$ cat src/rtl/rgb_stream_packer_if.sv
// rtl/rgb_stream_packer_if.sv - pixel-in / AXI4-Stream-out handshake bundle for rgb_stream_packer
interface rgb_stream_packer_if;
    logic [7:0]  in_r;
    logic [7:0]  in_g;
    logic [7:0]  in_b;
    logic        in_valid;
    logic        in_eol;
    logic        in_sof;
    logic        in_ready;
    logic [31:0] out_tdata;
    logic        out_tvalid;
    logic        out_tready;
    logic        out_tlast;
    logic        out_tuser;

    modport master (
        output in_r, in_g, in_b, in_valid, in_eol, in_sof, out_tready,
        input  in_ready, out_tdata, out_tvalid, out_tlast, out_tuser
    );

    modport slave (
        input  in_r, in_g, in_b, in_valid, in_eol, in_sof, out_tready,
        output in_ready, out_tdata, out_tvalid, out_tlast, out_tuser
    );
endinterface

$ cat src/rtl/rgb_stream_packer.sv
// rtl/rgb_stream_packer.sv - packs 24-bit RGB pixels into 32-bit AXI4-Stream words (4 pixels -> 3 words)
module rgb_stream_packer #(
    parameter logic [7:0] PAD_BYTE = 8'h00
) (
    input  logic               aclk,
    input  logic               aresetn,
    rgb_stream_packer_if.slave bus
);
    localparam logic [0:0] RUN   = 1'b0;
    localparam logic [0:0] FLUSH = 1'b1;

    logic [0:0]  state, state_nx;
    logic [23:0] acc, acc_nx;
    logic [1:0]  cnt, cnt_nx;
    logic        sof_pending, sof_pending_nx;
    logic [31:0] tdata;
    logic        tvalid, tlast, tuser;
    logic        out_free, accept, sof_any;
    logic        ld, ld_last, ld_user;
    logic [31:0] ld_data;
    logic [23:0] pix;
    logic [47:0] ext;

    function automatic logic [31:0] pad_word(input logic [23:0] bytes, input logic [1:0] n);
        logic [31:0] w;
        w = {8'h00, bytes};
        for (int i = 0; i < 4; i++)
            if (i >= int'(n)) w[8*i +: 8] = PAD_BYTE;
        return w;
    endfunction

    assign out_free     = !tvalid || bus.out_tready;
    assign bus.in_ready = aresetn && (state == RUN) && out_free;
    assign accept       = bus.in_valid && bus.in_ready;
    assign pix          = {bus.in_r, bus.in_g, bus.in_b};
    // Pending bytes sit in the low lanes; the new pixel lands right above them.
    assign ext          = {24'h0, acc} | ({24'h0, pix} << {cnt, 3'b000});

    always_comb begin
        state_nx       = state;
        acc_nx         = acc;
        cnt_nx         = cnt;
        sof_pending_nx = sof_pending;
        ld             = 1'b0;
        ld_data        = 32'h0;
        ld_last        = 1'b0;
        ld_user        = 1'b0;
        sof_any        = sof_pending || bus.in_sof;
        if (state == FLUSH) begin
            if (out_free) begin
                ld             = 1'b1;
                ld_data        = pad_word(acc, cnt);
                ld_last        = 1'b1;
                ld_user        = sof_pending;
                sof_pending_nx = 1'b0;
                acc_nx         = 24'h0;
                cnt_nx         = 2'd0;
                state_nx       = RUN;
            end
        end else if (accept) begin
            if (bus.in_sof && cnt != 2'd0) begin
                // Old-frame bytes leave alone; the SOF pixel starts a fresh accumulator.
                ld             = 1'b1;
                ld_data        = pad_word(acc, cnt);
                acc_nx         = pix;
                cnt_nx         = 2'd3;
                sof_pending_nx = 1'b1;
                if (bus.in_eol) state_nx = FLUSH;
            end else if (cnt == 2'd0) begin
                if (bus.in_eol) begin
                    ld             = 1'b1;
                    ld_data        = pad_word(pix, 2'd3);
                    ld_last        = 1'b1;
                    ld_user        = sof_any;
                    sof_pending_nx = 1'b0;
                end else begin
                    acc_nx         = pix;
                    cnt_nx         = 2'd3;
                    sof_pending_nx = sof_any;
                end
            end else begin
                ld             = 1'b1;
                ld_data        = ext[31:0];
                ld_user        = sof_any;
                sof_pending_nx = 1'b0;
                acc_nx         = {8'h00, ext[47:32]};
                cnt_nx         = cnt - 2'd1;
                if (bus.in_eol) begin
                    if (cnt == 2'd1) ld_last = 1'b1;
                    else             state_nx = FLUSH;
                end
            end
        end
    end

    always_ff @(posedge aclk) begin
        if (!aresetn) begin
            state       <= RUN;
            acc         <= 24'h0;
            cnt         <= 2'd0;
            sof_pending <= 1'b0;
            tdata       <= 32'h0;
            tvalid      <= 1'b0;
            tlast       <= 1'b0;
            tuser       <= 1'b0;
        end else begin
            state       <= state_nx;
            acc         <= acc_nx;
            cnt         <= cnt_nx;
            sof_pending <= sof_pending_nx;
            if (ld) begin
                tdata  <= ld_data;
                tlast  <= ld_last;
                tuser  <= ld_user;
                tvalid <= 1'b1;
            end else if (bus.out_tready) begin
                tvalid <= 1'b0;
            end
        end
    end

    assign bus.out_tdata  = tdata;
    assign bus.out_tvalid = tvalid;
    assign bus.out_tlast  = tlast;
    assign bus.out_tuser  = tuser;
endmodule

$ cat src/flat_wrapper.sv
// flat-port wrapper written by rule: the top's interface ports become plain ports
module rgb_stream_packer_flat 
#(
    parameter logic [7:0] PAD_BYTE = 8'h00
)
  (aclk, aresetn, bus_in_r, bus_in_g, bus_in_b, bus_in_valid, bus_in_eol, bus_in_sof, bus_out_tready, bus_in_ready, bus_out_tdata, bus_out_tvalid, bus_out_tlast, bus_out_tuser);
  rgb_stream_packer_if bus_i ();
  input  logic aclk;
  input  logic aresetn;
  input wire logic [$bits(bus_i.in_r)-1:0] bus_in_r;
  input wire logic [$bits(bus_i.in_g)-1:0] bus_in_g;
  input wire logic [$bits(bus_i.in_b)-1:0] bus_in_b;
  input wire logic [$bits(bus_i.in_valid)-1:0] bus_in_valid;
  input wire logic [$bits(bus_i.in_eol)-1:0] bus_in_eol;
  input wire logic [$bits(bus_i.in_sof)-1:0] bus_in_sof;
  input wire logic [$bits(bus_i.out_tready)-1:0] bus_out_tready;
  output wire logic [$bits(bus_i.in_ready)-1:0] bus_in_ready;
  output wire logic [$bits(bus_i.out_tdata)-1:0] bus_out_tdata;
  output wire logic [$bits(bus_i.out_tvalid)-1:0] bus_out_tvalid;
  output wire logic [$bits(bus_i.out_tlast)-1:0] bus_out_tlast;
  output wire logic [$bits(bus_i.out_tuser)-1:0] bus_out_tuser;
  assign bus_i.in_r = bus_in_r;
  assign bus_i.in_g = bus_in_g;
  assign bus_i.in_b = bus_in_b;
  assign bus_i.in_valid = bus_in_valid;
  assign bus_i.in_eol = bus_in_eol;
  assign bus_i.in_sof = bus_in_sof;
  assign bus_i.out_tready = bus_out_tready;
  assign bus_in_ready = bus_i.in_ready;
  assign bus_out_tdata = bus_i.out_tdata;
  assign bus_out_tvalid = bus_i.out_tvalid;
  assign bus_out_tlast = bus_i.out_tlast;
  assign bus_out_tuser = bus_i.out_tuser;
  rgb_stream_packer #(.PAD_BYTE(PAD_BYTE)) u_core (.aclk(aclk), .aresetn(aresetn), .bus(bus_i));
endmodule
$ cat config.mk
export PLATFORM = sky130hd
export DESIGN_NAME = rgb_stream_packer_flat
export DESIGN_NICKNAME = d
export VERILOG_FILES = /design/src/rtl/rgb_stream_packer_if.sv /design/src/rtl/rgb_stream_packer.sv /design/src/flat_wrapper.sv
export SDC_FILE = /design/constraint.sdc
export NUM_CORES = 1
export LEC_CHECK = 0
export CORE_MARGIN = 4
export CORE_UTILIZATION = 53
export CTS_CLUSTER_DIAMETER = 120
export DETAILED_ROUTE_END_ITERATION = 8
export PLACE_DENSITY = 0.81
export SYNTH_ARGS = -nofsm -noshare
export SYNTH_HDL_FRONTEND = slang
export SYNTH_SLANG_ARGS = --single-unit
$ cat constraint.sdc
create_clock -name aclk -period 2.74 [get_ports aclk]
set_input_delay 0.548 -clock aclk [delete_from_list [all_inputs] [get_ports aclk]]
set_output_delay 0.548 -clock aclk [all_outputs]
set_load 0.02 [all_outputs]
# After elaboration in Yosys (flattened, before gate mapping)
# Cells that the tools add are included.
[totals] out_inout_bits=36 register_bits=63 in_bits=30 elab_cells=85
[op_classes] mux=54 eq_ne=3 shifts=1 reduce_logical=13 add_sub_neg=1 bitwise=2 order_cmp=3
[ops] operator="$mux 24" n=8
[ops] operator="$mux 32" n=4
[ops] operator="$or 24x48->48" n=1
[ops] operator="$shl 24x5->48" n=1
[ops] operator="$mux 1" n=33
[ops] operator="$mux 8" n=3
[ops] operator="$mux 2" n=6
[ops] operator="$reduce_bool 2->1" n=3
[ops] operator="$ge 1x2->1 const A" n=2
[ops] operator="$logic_and 1x1->1" n=4
[ops] operator="$ne 4x2->1 const B" n=1
[ops] operator="$reduce_and 3->1" n=1
[ops] operator="$eq 2x1->1 const B" n=1
[ops] operator="$ge 2x2->1 const A" n=1
[ops] operator="$logic_not 2->1" n=1
[ops] operator="$logic_or 1x1->1" n=2
[ops] operator="$ne 2x2->1 const B" n=1
[ops] operator="$reduce_and 2->1" n=1
[ops] operator="$sub 2x1->2 const B" n=1
[ops] operator="$logic_not 1->1" n=1
[ops] operator="$not 1->1" n=1

# Depth between registers and ports, before layout
[depth] ltp_word=7 depth_mapped=11 depth_no_buf=7

# Worst setup path before layout
# No wires, ideal clock.
[synth_timing] kind="reg-to-reg" start="reg u_core.cnt[1]" end="reg u_core.acc[8]" required_ns=2.625 n_path_buf=5 arrival_time_ns=2.192 stages_incl_launch_ff=12 slack_ns=0.433 setup_ns=0.115 period_less_slack_ns=2.307 path_cell_list="dfxtp_1 -> inv_1 -> clkbuf_1 -> ha_1 -> buf_2 -> or2_2 -> clkbuf_1 -> buf_2 -> buf_2 -> a22oi_1 -> o21ai_0 -> and2_1"
[synth_via] elab_chain_cells=6 elab_cells_between_ends=11 classes_between="1 x eq/ne; 1 x shift; 4 x mux; 1 x bitwise; 4 x reduce/logical"
[synth_lines] item="start: declaration" line="rgb_stream_packer.sv:14" rtl="logic [1:0] cnt, cnt_nx;"
[synth_lines] item="start signal: assignment" line="rgb_stream_packer.sv:109" rtl="cnt <= cnt_nx;"
[synth_lines] item="$shl 24x5->48" line="rgb_stream_packer.sv:37" rtl="assign ext = {24'h0, acc} | ({24'h0, pix} << {cnt, 3'b000});"
[synth_lines] item="$or 24x48->48" line="rgb_stream_packer.sv:37"
[synth_lines] item="$mux 24" line="rgb_stream_packer.sv:69" rtl="end else if (cnt == 2'd0) begin"
[synth_lines] item="$mux 24" line="rgb_stream_packer.sv:61" rtl="if (bus.in_sof && cnt != 2'd0) begin"
[synth_lines] item="$mux 24" line="rgb_stream_packer.sv:60" rtl="end else if (accept) begin"
[synth_lines] item="$mux 24" line="rgb_stream_packer.sv:49" rtl="if (state == FLUSH) begin"
[synth_lines] item="end signal: assignment" line="rgb_stream_packer.sv:108" rtl="acc <= acc_nx;"
[synth_lines] item="end: declaration" line="rgb_stream_packer.sv:13" rtl="logic [23:0] acc, acc_nx;"
# Parallel ways exist; a longest one is shown, timed or not. The select of a mux whose other input is x is not followed.
# A chain may end at the register's enable or synchronous reset.

# Worst setup path in the final report
[layout_timing] start="in bus_out_tready" end="out bus_in_ready"
[layout_via] elab_chain_cells=2
[layout_lines] item="start: declaration" line="flat_wrapper.sv:16" rtl="input wire logic [$bits(bus_i.out_tready)-1:0] bus_out_tready;"
[layout_lines] item="$logic_or 1x1->1" line="rgb_stream_packer.sv:32" rtl="assign out_free = !tvalid || bus.out_tready;"
[layout_lines] item="$logic_and 1x1->1" line="rgb_stream_packer.sv:33" rtl="assign bus.in_ready = aresetn && (state == RUN) && out_free;"
[layout_lines] item="end: declaration" line="flat_wrapper.sv:17" rtl="output wire logic [$bits(bus_i.in_ready)-1:0] bus_in_ready;"
# No other way between the ends.

==> out/metrics.cfg <==
[worst_setup_path]
rr_startpoint = u_core.cnt[0]
critPathMaxStageDelay_ns = 0.55
crit_cells = 4
cpMostUsedCell = clkdlybuf4s50_1
ff2ff_setup_slack_ns = 0.59
crit_fanout = 6
cp.arrival_ns = 1.99
cp_num_buf_inv = 2
ff2ff_path_depth = 9
crit_type = input pin to output port
endpoint_kind = output port
cp-start-kind = input pin
worstPathRequired_ns = 2.19
cp_top_family = buffers and inverters
critPathSlowestCell = clkdlybuf4s50_1
crit_chain = clkdlybuf4s50_1, nor2b_1, nor2_1, clkdlybuf4s50_1
reg2reg_to = u_core.bus.out_tdata[4]

[clock_network]
cts-buffers-inserted = 9
clk_path_buf_depth = 2
numClockSinks = 63
cts.repair.resized = 0
post_cts.repair.setup_buffers = 0
htreeDepth = 3
cts_tree = built
cts_hold_buf = 0
cts.clk_slew.worst_paths_ns = 0.08
clkLatencyLatePin_ns = 0.35
cts_root_buf = clkbuf_8

[yosys]
syn_area_per_cell_um2 = 8.197
synth_seq_cells = 63
async_flop_share = 0
synth.area.top_cells = dfxtp_1, a21oi_1, o21ai_0
syn_area_mm2 = 0.003582
synth_top_cell_area_share = 0.3521
seq_area_frac_synth = 0.3521
yosys_warnings = 0
synth_ff_type = dfxtp_1
synth_largest_area_cell = dfxtp_1
syn-num-nets = 471
syn_inst = 437
synth_edf_count = 0
synth.distinct_cells = 47

[floorplanning]
die_h_um = 90.21
core_mm2 = 0.006459
die_x_um = 90.21
io_pins = 66
dieArea_mm2 = 0.008138
start_util = 0.5546
num_rows = 29

[min_path]
hold_start = u_core.bus.out_tdata[6]
worstHoldEndpoint = u_core.bus.out_tdata[6]
hold_depth = 2
hold_class = flip-flop to flip-flop

[finish]
fin_cells = 584
drive_gt1_frac = 0.09665
final_common_cell = clkdlybuf4s50_1
final_core_util = 0.7100
final_cell_mix = clkdlybuf4s50_1, dfxtp_1, a21oi_1
syn2layout_area_growth_pct = 28.01
finalNetCount = 536
fin_area_mm2 = 0.004586
fillers = 528
diodes = 0

[sta]
fin_crit_ns = 2.539
worst_slew_pin_slew_ns = 0.6413
rsz0062_at_grt = false
hold_viol = 0
fin_setup_tns_ns = 0
fmax_mhz = 393.9
slew_headroom = 0.5709
final_max_slew_viol_count = 0
skew_ns = 0.01079
period_share = 0.9266
setup_viol = 0

[grt]
grt_pass1_vias = 3794
grt_use_total = 0.2972
met3_usage = 0.06427
top_usage_layer = met2
antenna_found_initial = 0
met2_usage = 0.4661
grt_pass1_wl_um = 19640
grt_max_degree = 49
grtUsageMet1 = 0.3972
grt_overflow = 0

[detailed_routing]
postRouteAntennaNets = 0
vias_per_cell = 6.570
drt_wl_total_um = 12040
drc = 0
first_pass_iters = 5
drt_iter0_markers = 381
drt-wirelength-per-cell_um = 20.61
vias = 3837

[pwr]
total_power_mw = 2.831
cellPowerDensity_mw_per_mm2 = 617.3
ir_worst_vdd_v = 0.0005923
p_leak_nw = 1.642

[place]
place_area_mm2 = 0.004357
dpl.hpwl_um = 8268
portBuffers = 65
placedCellCount = 568
gp_congestion = 0.9274

[run_status]
status = finished, final reports clean

[job]
drv_cap = 0

## cell usage after synthesis, types with 8 or more instances
master,count
a2111oi_0,8
a21o_1,10
a21oi_1,45
a22o_1,10
a22oi_1,22
a31oi_1,10
a32oi_1,9
and2_1,9
clkbuf_1,26
dfxtp_1,63
mux2i_1,16
nand2_1,32
nand3_1,12
nor2_1,22
nor2b_1,22
o21ai_0,42
o221ai_1,8
o2bb2ai_1,14
or3_1,8
## report_power, final
part / total (mW) / switching (mW) / internal, mW / leakage, nW
Sequential: 1.03 / 0.0504 / 0.984 / 0.513
Clock: 0.947 / 0.408 / 0.540 / 0.105
Combinational: 0.849 / 0.509 / 0.340 / 1.02
Total: 2.83 / 0.967 / 1.86 / 1.64
## layer usage
| metal | vias up | part of all wire |
|---|---|---|
| li1 | 1780 | - |
| met1 | 1806 | 0.44 |
| met2 | 221 | 0.46 |
| met3 | 30 | 0.084 |
| met4 | 0 | 0.022 |
| met5 | - | 0 |
## registers in the layout, summed over array words and instances (netlist names)
name / count
u_core.bus.out_tlast: 1
u_core.bus.out_tuser: 1
u_core.bus.out_tdata: 32
u_core.state: 1
u_core.acc: 24
u_core.sof_pending: 1
u_core.bus.out_tvalid: 1
u_core.cnt: 2
## logic make-up after synthesis
kind of cell             after synthesis  synth area share
multiplexers                          16           0.04471
AND/OR/NAND/NOR                      122            0.1788
flip-flops                            63            0.3521
adder cells (fa/ha/maj)                4           0.01397
AO/OA/AOI/OAI                        191            0.3605
buffers and inverters                 41           0.04995
## worst min-delay path, delay by kind of cell, from the launching register on
kind	cells	cell delay (ns)
DFF	1	0.32
and+or+nand+nor	1	0.05
AOI/OAI and AO/OA	1	0.05
## through the flow
stage	worst slack [ns]	hold slack (ns)
after global routing	0.1385	0.5049
after floorplan	0.4333	0.4511
after detailed placement	0.1239	0.4559
after global placement	0.2199	0.4461
final	0.2012	0.4670
after CTS	0.2093	0.4697
## worst max-delay path by stage
stage | start | endpoint | slack [ns]
floorplan | u_core.cnt[1] | u_core.acc[8] | 0.43
global placement | aresetn | u_core.bus.out_tdata[3] | 0.22
detailed placement | aresetn | u_core.bus.out_tdata[5] | 0.12
CTS | bus_out_tready | bus_in_ready | 0.21
global route | bus_out_tready | bus_in_ready | 0.14
finish | bus_out_tready | bus_in_ready | 0.20
## layout make-up
cell class	count	area (um2)	share of cell area
Timing Repair Buffer	90	838.3	0.1828
Sequential cell	63	1261	0.2750
Tap cell	77	96.34	0.02101
Clock buffer	10	137.6	0.03001
Inverter	5	18.77	0.004093
Clock inverter	6	91.34	0.01992
Multi-Input combinational cell	333	2142	0.4671
Note: power is estimated with default switching activity, not from simulation.
